File: src/rtl/dot_product_engine.sv
// Streaming unsigned dot-product engine. Takes LANES operand pairs per beat
// over a valid/ready stream, multiplies them in parallel and reduces the
// products through a registered adder tree. It accumulates a len-element sum
// and reports result, sticky overflow and the RUN+DRAIN cycle count.
module dot_product_engine #(
   parameter int LANES    = 16,
   parameter int DATA_W   = 8,
   parameter int ACC_W    = 16,
   parameter int LEN_W    = 13,
   parameter int SATURATE = 0
) (
   input  logic                    clock,
   input  logic                    reset_l,
   input  logic                    start,
   input  logic [LEN_W-1:0]        len,
   input  logic                    in_valid,
   output logic                    in_ready,
   input  logic [LANES*DATA_W-1:0] a_data,
   input  logic [LANES*DATA_W-1:0] b_data,
   output logic                    busy,
   output logic [ACC_W-1:0]        result,
   output logic                    result_valid,
   output logic                    overflow,
   output logic [15:0]             cycle_count
);

   localparam int LG     = $clog2(LANES);
   localparam int PROD_W = 2 * DATA_W;
   localparam int SUM_W  = PROD_W + LG;
   // One bit wider than the larger addend so the carry out is never lost.
   localparam int NEXT_W = ((SUM_W > ACC_W) ? SUM_W : ACC_W) + 1;
   localparam int BL_W   = LEN_W + 1;
   localparam int VEC_W  = LANES * DATA_W;

   typedef enum logic [1:0] {
      ST_IDLE  = 2'd0,
      ST_RUN   = 2'd1,
      ST_DRAIN = 2'd2,
      ST_DONE  = 2'd3
   } state_t;

   state_t                       state_q, state_d;
   logic                         start_accept;
   logic                         enter_done;
   logic                         xfer;
   logic                         final_beat;
   logic [BL_W-1:0]              beats_init;
   logic [BL_W-1:0]              beats_left_q;
   logic [LG-1:0]                last_lanes_q;
   logic [LANES-1:0]             lane_keep;
   logic [VEC_W-1:0]             a_masked, b_masked;
   logic [VEC_W-1:0]             s1_a_q, s1_b_q;
   logic                         s1_valid_q, s2_valid_q, s3_valid_q;
   logic [LANES*PROD_W-1:0]      prod_d, prod_q;
   logic [(2*LANES-1)*SUM_W-1:0] tree_node;
   logic [SUM_W-1:0]             s3_sum_q;
   logic [NEXT_W-1:0]            acc_next;
   logic                         acc_ovf;
   logic [ACC_W-1:0]             acc_q, acc_d;
   logic [ACC_W-1:0]             result_q;
   logic                         result_valid_q;
   logic                         overflow_q;
   logic [15:0]                  cycle_count_q;

   // Beats needed for the job: ceil(len / LANES).
   assign beats_init = (BL_W'(len) + BL_W'(LANES - 1)) >> LG;
   assign final_beat = (beats_left_q == BL_W'(1));

   // Per-lane masking of the final beat, then one multiplier per lane.
   // The adder tree is heap-ordered: node k sums nodes 2k+1 and 2k+2,
   // leaves sit at LANES-1 .. 2*LANES-2, the root is node 0.
   generate
      for (genvar gi = 0; gi < LANES; gi++) begin : g_lane
         assign lane_keep[gi] = !(final_beat && (last_lanes_q != '0) &&
                                  (last_lanes_q <= LG'(gi)));
         assign a_masked[gi*DATA_W +: DATA_W] =
            lane_keep[gi] ? a_data[gi*DATA_W +: DATA_W] : '0;
         assign b_masked[gi*DATA_W +: DATA_W] =
            lane_keep[gi] ? b_data[gi*DATA_W +: DATA_W] : '0;
         assign prod_d[gi*PROD_W +: PROD_W] =
            PROD_W'(s1_a_q[gi*DATA_W +: DATA_W]) * PROD_W'(s1_b_q[gi*DATA_W +: DATA_W]);
         assign tree_node[(LANES-1+gi)*SUM_W +: SUM_W] =
            {{LG{1'b0}}, prod_q[gi*PROD_W +: PROD_W]};
      end
      for (genvar gi = 0; gi < LANES - 1; gi++) begin : g_tree
         assign tree_node[gi*SUM_W +: SUM_W] =
            tree_node[(2*gi+1)*SUM_W +: SUM_W] + tree_node[(2*gi+2)*SUM_W +: SUM_W];
      end
   endgenerate

   // Next-state and handshake decode; DRAIN ends when the last beat sits in S3.
   always_comb begin
      state_d      = state_q;
      start_accept = 1'b0;
      enter_done   = 1'b0;
      xfer         = 1'b0;
      in_ready     = 1'b0;
      busy         = 1'b0;
      case (state_q)
         ST_IDLE, ST_DONE: begin
            if (start) begin
               start_accept = 1'b1;
               if (len == '0) begin
                  state_d    = ST_DONE;
                  enter_done = 1'b1;
               end else begin
                  state_d = ST_RUN;
               end
            end
         end
         ST_RUN: begin
            in_ready = 1'b1;
            busy     = 1'b1;
            xfer     = in_valid;
            if (in_valid && final_beat) begin
               state_d = ST_DRAIN;
            end
         end
         ST_DRAIN: begin
            busy = 1'b1;
            if (!s1_valid_q && !s2_valid_q) begin
               state_d    = ST_DONE;
               enter_done = 1'b1;
            end
         end
         default: state_d = ST_IDLE;
      endcase
   end

   // State register.
   always_ff @(posedge clock or negedge reset_l) begin
      if (!reset_l) begin
         state_q <= ST_IDLE;
      end else begin
         state_q <= state_d;
      end
   end

   // Job bookkeeping: beats still to accept and the lane count of the last beat.
   always_ff @(posedge clock or negedge reset_l) begin
      if (!reset_l) begin
         beats_left_q <= '0;
         last_lanes_q <= '0;
      end else if (start_accept) begin
         beats_left_q <= beats_init;
         last_lanes_q <= len[LG-1:0];
      end else if (xfer) begin
         beats_left_q <= beats_left_q - BL_W'(1);
      end
   end

   // S1: capture the accepted beat with out-of-range lanes zeroed.
   always_ff @(posedge clock or negedge reset_l) begin
      if (!reset_l) begin
         s1_valid_q <= 1'b0;
         s1_a_q     <= '0;
         s1_b_q     <= '0;
      end else begin
         s1_valid_q <= xfer;
         if (xfer) begin
            s1_a_q <= a_masked;
            s1_b_q <= b_masked;
         end
      end
   end

   // S2 products and S3 full-width tree sum, each tagged with a valid bit.
   always_ff @(posedge clock or negedge reset_l) begin
      if (!reset_l) begin
         s2_valid_q <= 1'b0;
         prod_q     <= '0;
         s3_valid_q <= 1'b0;
         s3_sum_q   <= '0;
      end else begin
         s2_valid_q <= s1_valid_q;
         prod_q     <= prod_d;
         s3_valid_q <= s2_valid_q;
         s3_sum_q   <= tree_node[SUM_W-1:0];
      end
   end

   // Accumulator update with carry detection; wraps or clamps on overflow.
   always_comb begin
      acc_next = NEXT_W'(acc_q) + NEXT_W'(s3_sum_q);
      acc_ovf  = |acc_next[NEXT_W-1:ACC_W];
      acc_d    = acc_q;
      if (start_accept) begin
         acc_d = '0;
      end else if (s3_valid_q) begin
         if ((SATURATE != 0) && acc_ovf) begin
            acc_d = '1;
         end else begin
            acc_d = acc_next[ACC_W-1:0];
         end
      end
   end

   // Accumulator, published result, completion pulse, overflow and cycle count.
   always_ff @(posedge clock or negedge reset_l) begin
      if (!reset_l) begin
         acc_q          <= '0;
         result_q       <= '0;
         result_valid_q <= 1'b0;
         overflow_q     <= 1'b0;
         cycle_count_q  <= '0;
      end else begin
         acc_q          <= acc_d;
         result_valid_q <= enter_done;
         if (enter_done) begin
            result_q <= acc_d;
         end
         if (start_accept) begin
            overflow_q <= 1'b0;
         end else if (s3_valid_q && acc_ovf) begin
            overflow_q <= 1'b1;
         end
         if (start_accept) begin
            cycle_count_q <= '0;
         end else if (busy && (cycle_count_q != 16'hFFFF)) begin
            cycle_count_q <= cycle_count_q + 16'd1;
         end
      end
   end

   assign result       = result_q;
   assign result_valid = result_valid_q;
   assign overflow     = overflow_q;
   assign cycle_count  = cycle_count_q;

endmodule

File: config.mk
export PLATFORM = sky130hd
export DESIGN_NAME = dot_product_engine
export DESIGN_NICKNAME = d
export VERILOG_FILES = /design/src/rtl/dot_product_engine.sv
export SDC_FILE = /design/constraint.sdc
export NUM_CORES = 2
export LEC_CHECK = 0
export ABC_AREA = 1
export CELL_PAD_IN_SITES_DETAIL_PLACEMENT = 2
export CELL_PAD_IN_SITES_GLOBAL_PLACEMENT = 2
export CORE_MARGIN = 2
export CORE_UTILIZATION = 38
export CTS_CLUSTER_DIAMETER = 60
export DETAILED_ROUTE_END_ITERATION = 8
export PLACE_DENSITY = 0.79
export SLEW_MARGIN = 20
export SYNTH_ARGS = -nofsm -noshare
export SYNTH_HDL_FRONTEND = slang
export SYNTH_SLANG_ARGS = --single-unit
File: constraint.sdc
create_clock -name clock -period 6.8 [get_ports clock]
set_input_delay 1.36 -clock clock [delete_from_list [all_inputs] [get_ports clock]]
set_output_delay 1.36 -clock clock [all_outputs]
set_load 0.1 [all_outputs]
==> results.md <==
* Outcome: finished, final reports clean
* Total grt overflow at 0
* Hold-fix buffers, CTS at 0
* Setup_tns at 0 ns
* R2R setup slack at between 0.8 and 0.9 ns
* Register area at ~15000 um2
* Main combinational cell family by area after synthesis: adder cells
* DR vias at slightly above 50000
* DRC violations left at 0
* Post-synth top area share at a little under a quarter
* Total CTS buffers at 91
* XOR/XNOR share of the synthesized area at roughly 4.6%
* Hold Crit Class: reg2reg
* Synthesized area per cell at slightly above 8 um2
* Final Setup Violations at 0
* CP Class: reg2reg
* Fillers at between 15000 and 20000
* Worst-path maximum fanout at 5
* Final period util at between 80 and 90%
* Clock buffer depth at 3
* Synth unique cells at 57
* Die span in x at ~410 um
* Area of the multi-input gates at 40600 um2
* Area contributors post-synth: dfrtp_1 (24%), fa_1 (22%), ha_1 (15%)
* Worst slew margin at 25.7%
* Root buf cell: clkbuf_16
* Post-Synth Adder-Cell Area at between 30% and 40%
* Routed WL at about 210 mm
* Pre-CTS setup slack at a little over 1 ns
* Iteration-0 DRC Markers at roughly 1900
* Max Cap Violations at 0
* Port buffer count at about 310
* Dpl cells at 9946
* H-tree depth at 3
* Critical path data required time at between 7 and 8 ns
* Sequential share of the synthesized area at 23.9%
* TritonRoute pass-1 iters at 5
* Mux cell area share after synthesis at 0%
* Netlist Area Pre-Place at between 60000 and 70000 um2
* #FFs+latches synth at ~610
* Min Clock Period, post-route at 5.95 ns
* Hold path start: s1_valid_q$_DFF_PN0_
* Via-per-instance ratio at between 5 and 6
* Sink Count at a little over 600
* Crit path launch: prod_q[160]$_DFF_PN0_
* RSZ-0062 raised after global routing: false
* CP arrival at 6.54 ns
* Simple-gate share of the synthesized area at 16.3%
* Antenna violations before repair at 3
* Slowest CP cell: fa_1
* Fin worst setup slack at about 0.85 ns
* Post-Synthesis Cells at 7776
* FF-to-FF path depth at 23
* Syn-to-layout area delta at 12.4%
* Rows at between 100 and 150
* Post-Layout Cell Count at ~10000
* Initial Utilization at 38.4%
* Post-synth EDFFs at 0
* Skew-Pair Late Insertion Delay at just over 0.7 ns
* Fraction of registers with async set/reset at between 90% and 100%
* Worst-path clk slew at approximately 0.060 ns
* Die H at a little over 400 um
* WHS Path Cells at 0
* Worst-case hold path end point: s2_valid_q$_DFF_PN0_
* First-pass GRT wire length at 335 mm
* Vias in the first global route at around 60000
* Die area at 170000 um2
* Post_cts resized at 0
* Fmax at 168 MHz
* Ys Warns at 0
* Post-detailed-route count of antenna-violating nets at 0
* Total GRT Usage at between 20% and 30%
* Most used DFF post-synth: dfrtp_1
* Synth Net Count at about 9500
* Nets at approximately 9600
* CP max stage delay at approximately 0.57 ns
* WL/cell at slightly above 20 um
* Setup Skew at 0.0229 ns
* Fin. Hold Viols at 0
* Final-report max-slew violation count at 0
* CP Capture Type: register
* CORE AREA at 165000 um2
* Compound-gate portion of the synthesized area at under 10%
* TritonCTS clock tree: yes
* Worst-margin pin slew at ~1.1 ns
* Detail Placement HPWL at 168 mm
* Largest net degree at the start of global routing at between 100 and 150
* CP most frequent cell: fa_1
* # IOs at between 300 and 400
* Share of layout cells above drive strength 1 at approximately 2.5%
* CP Cell Sequence: ha_1 > fa_1 > nand3_1 > nand3_1 > nand2_1 > nand2_1 > nand2_1 > o21ai_0 > a21boi_0 > xor2_1 > fa_1 > inv_1 > fa_1 > fa_1 > inv_1 > fa_1 > inv_1 > ha_1 > a21oi_1 > o21ai_0 > a21oi_1 > o21ai_0 > xor2_1
* Synth area leader: dfrtp_1
* # Post-CTS Setup Buffers at 0
* Routability congestion estimate at 0.874
* Reg2reg start: prod_q[160]$_DFF_PN0_
* Reg2Reg Capture Point: s3_sum_q[15]$_DFF_PN0_
* CP startpoint kind: register
## cell usage in the layout, fill, tap and decap left out, types with 6 or more instances in the layout
master | netlist | final
a211oi_1 | 6 | 6
a21boi_0 | 6 | 6
a21o_1 | 28 | 28
a21oi_1 | 332 | 332
a31oi_1 | 28 | 28
buf_12 | 0 | 6
buf_4 | 2 | 9
bufinv_16 | 0 | 9
clkbuf_1 | 320 | 14
clkbuf_16 | 0 | 94
clkbuf_8 | 0 | 11
clkdlybuf4s50_1 | 0 | 307
clkinv_2 | 1 | 10
dfrtp_1 | 605 | 605
fa_1 | 686 | 686
ha_1 | 746 | 746
inv_1 | 1682 | 1681
inv_6 | 0 | 14
nand2_1 | 2073 | 2072
nand3_1 | 278 | 278
nand3b_1 | 9 | 9
nand4_1 | 30 | 30
nor2_1 | 176 | 176
nor3_1 | 23 | 23
o2111ai_1 | 23 | 23
o21ai_0 | 256 | 256
o21ai_1 | 40 | 39
o21bai_1 | 9 | 9
o31ai_1 | 9 | 9
xnor2_1 | 122 | 122
xor2_1 | 212 | 212
## state kept, by name, indices dropped and copies added (netlist names)
name,count
prod_q,256
s1_a_q,128
s1_b_q,128
s3_sum_q,20
acc_q,16
cycle_count,16
result,16
beats_left_q,14
last_lanes_q,4
state_q,2
overflow,1
result_valid,1
s1_valid_q,1
s2_valid_q,1
s3_valid_q,1
## worst max-delay path: cells and delay by family, from the launching register on
| kind | cells | cell delay, ns |
|---|---|---|
| AO/OA/AOI/OAI | 6 | 1.37 |
| buffers and inverters | 3 | 0.17 |
| adder cells (fa/ha/maj) | 7 | 3.06 |
| AND/OR/NAND/NOR | 5 | 0.47 |
| XOR/XNOR | 2 | 0.36 |
| flip-flops | 1 | 0.37 |
## synth_stat cells, drive strengths merged, types with 2 or more instances
master / count
clkinv: 2
fa: 686
or2: 2
nor2: 181
o221ai: 3
clkbuf: 320
xor2: 212
nand2: 2076
nand3: 278
o22ai: 3
nand4: 31
o2111ai: 23
dfrtp: 605
nor3: 23
nand3b: 9
and2: 3
xnor2: 122
o31ai: 10
o21a: 2
o211ai: 6
a211oi: 6
a21oi: 335
a21boi: 6
inv: 1687
o21ai: 299
buf: 22
a21o: 28
a31oi: 28
ha: 746
o21bai: 9
nor4: 4
## cells by family (layout without fill, tap and decap cells)
logic type | Yosys count | after routing
AOI/OAI and AO/OA | 766 | 766
xor gates and xnor gates | 334 | 334
adders and majority gates | 1432 | 1432
buffers and inverters | 2031 | 2178
DFF | 605 | 605
other | 0 | 1
and+or+nand+nor | 2608 | 2608
## stage by stage
stage | area [um2] | hold WS (ns) | util (%)
after global placement | 68100 | 0.382 | 41.2
final | 71200 | 0.403 | 43.1
after global routing | 71200 | 0.420 | 43.1
after detailed placement | 68100 | 0.387 | 41.2
after floorplan | 63400 | 0.370 | -
after CTS | 71200 | 0.405 | 43.1
## worst max path at each step
| stage | end |
|---|---|
| after global routing | s3_sum_q[15]$_DFF_PN0_ |
| after global placement | s3_sum_q[15]$_DFF_PN0_ |
| final | s3_sum_q[15]$_DFF_PN0_ |
| after detailed placement | s3_sum_q[15]$_DFF_PN0_ |
| after CTS | s3_sum_q[15]$_DFF_PN0_ |
| after floorplan | s3_sum_q[15]$_DFF_PN0_ |
## per-layer routing
metal	track usage, %	share of wire (%)
met2	45.6	52
met5	0	0
met1	31.6	44
met3	2.41	2.0
met4	5.85	2.3
## cell type report
cell class / instances / share of cell area [%]
Antenna cell: 1 / 0.00351
Clock buffer: 119 / 3.59
Clock inverter: 47 / 0.827
Inverter: 1689 / 8.91
Multi-Input combinational cell: 5140 / 57.0
Sequential cell: 605 / 21.3
Tap cell: 2189 / 3.84
Timing Repair Buffer: 323 / 4.60
Power is left out: the tool's default activity adds up to more than one toggle a clock period on the data nets, which glitch-free logic cannot reach.
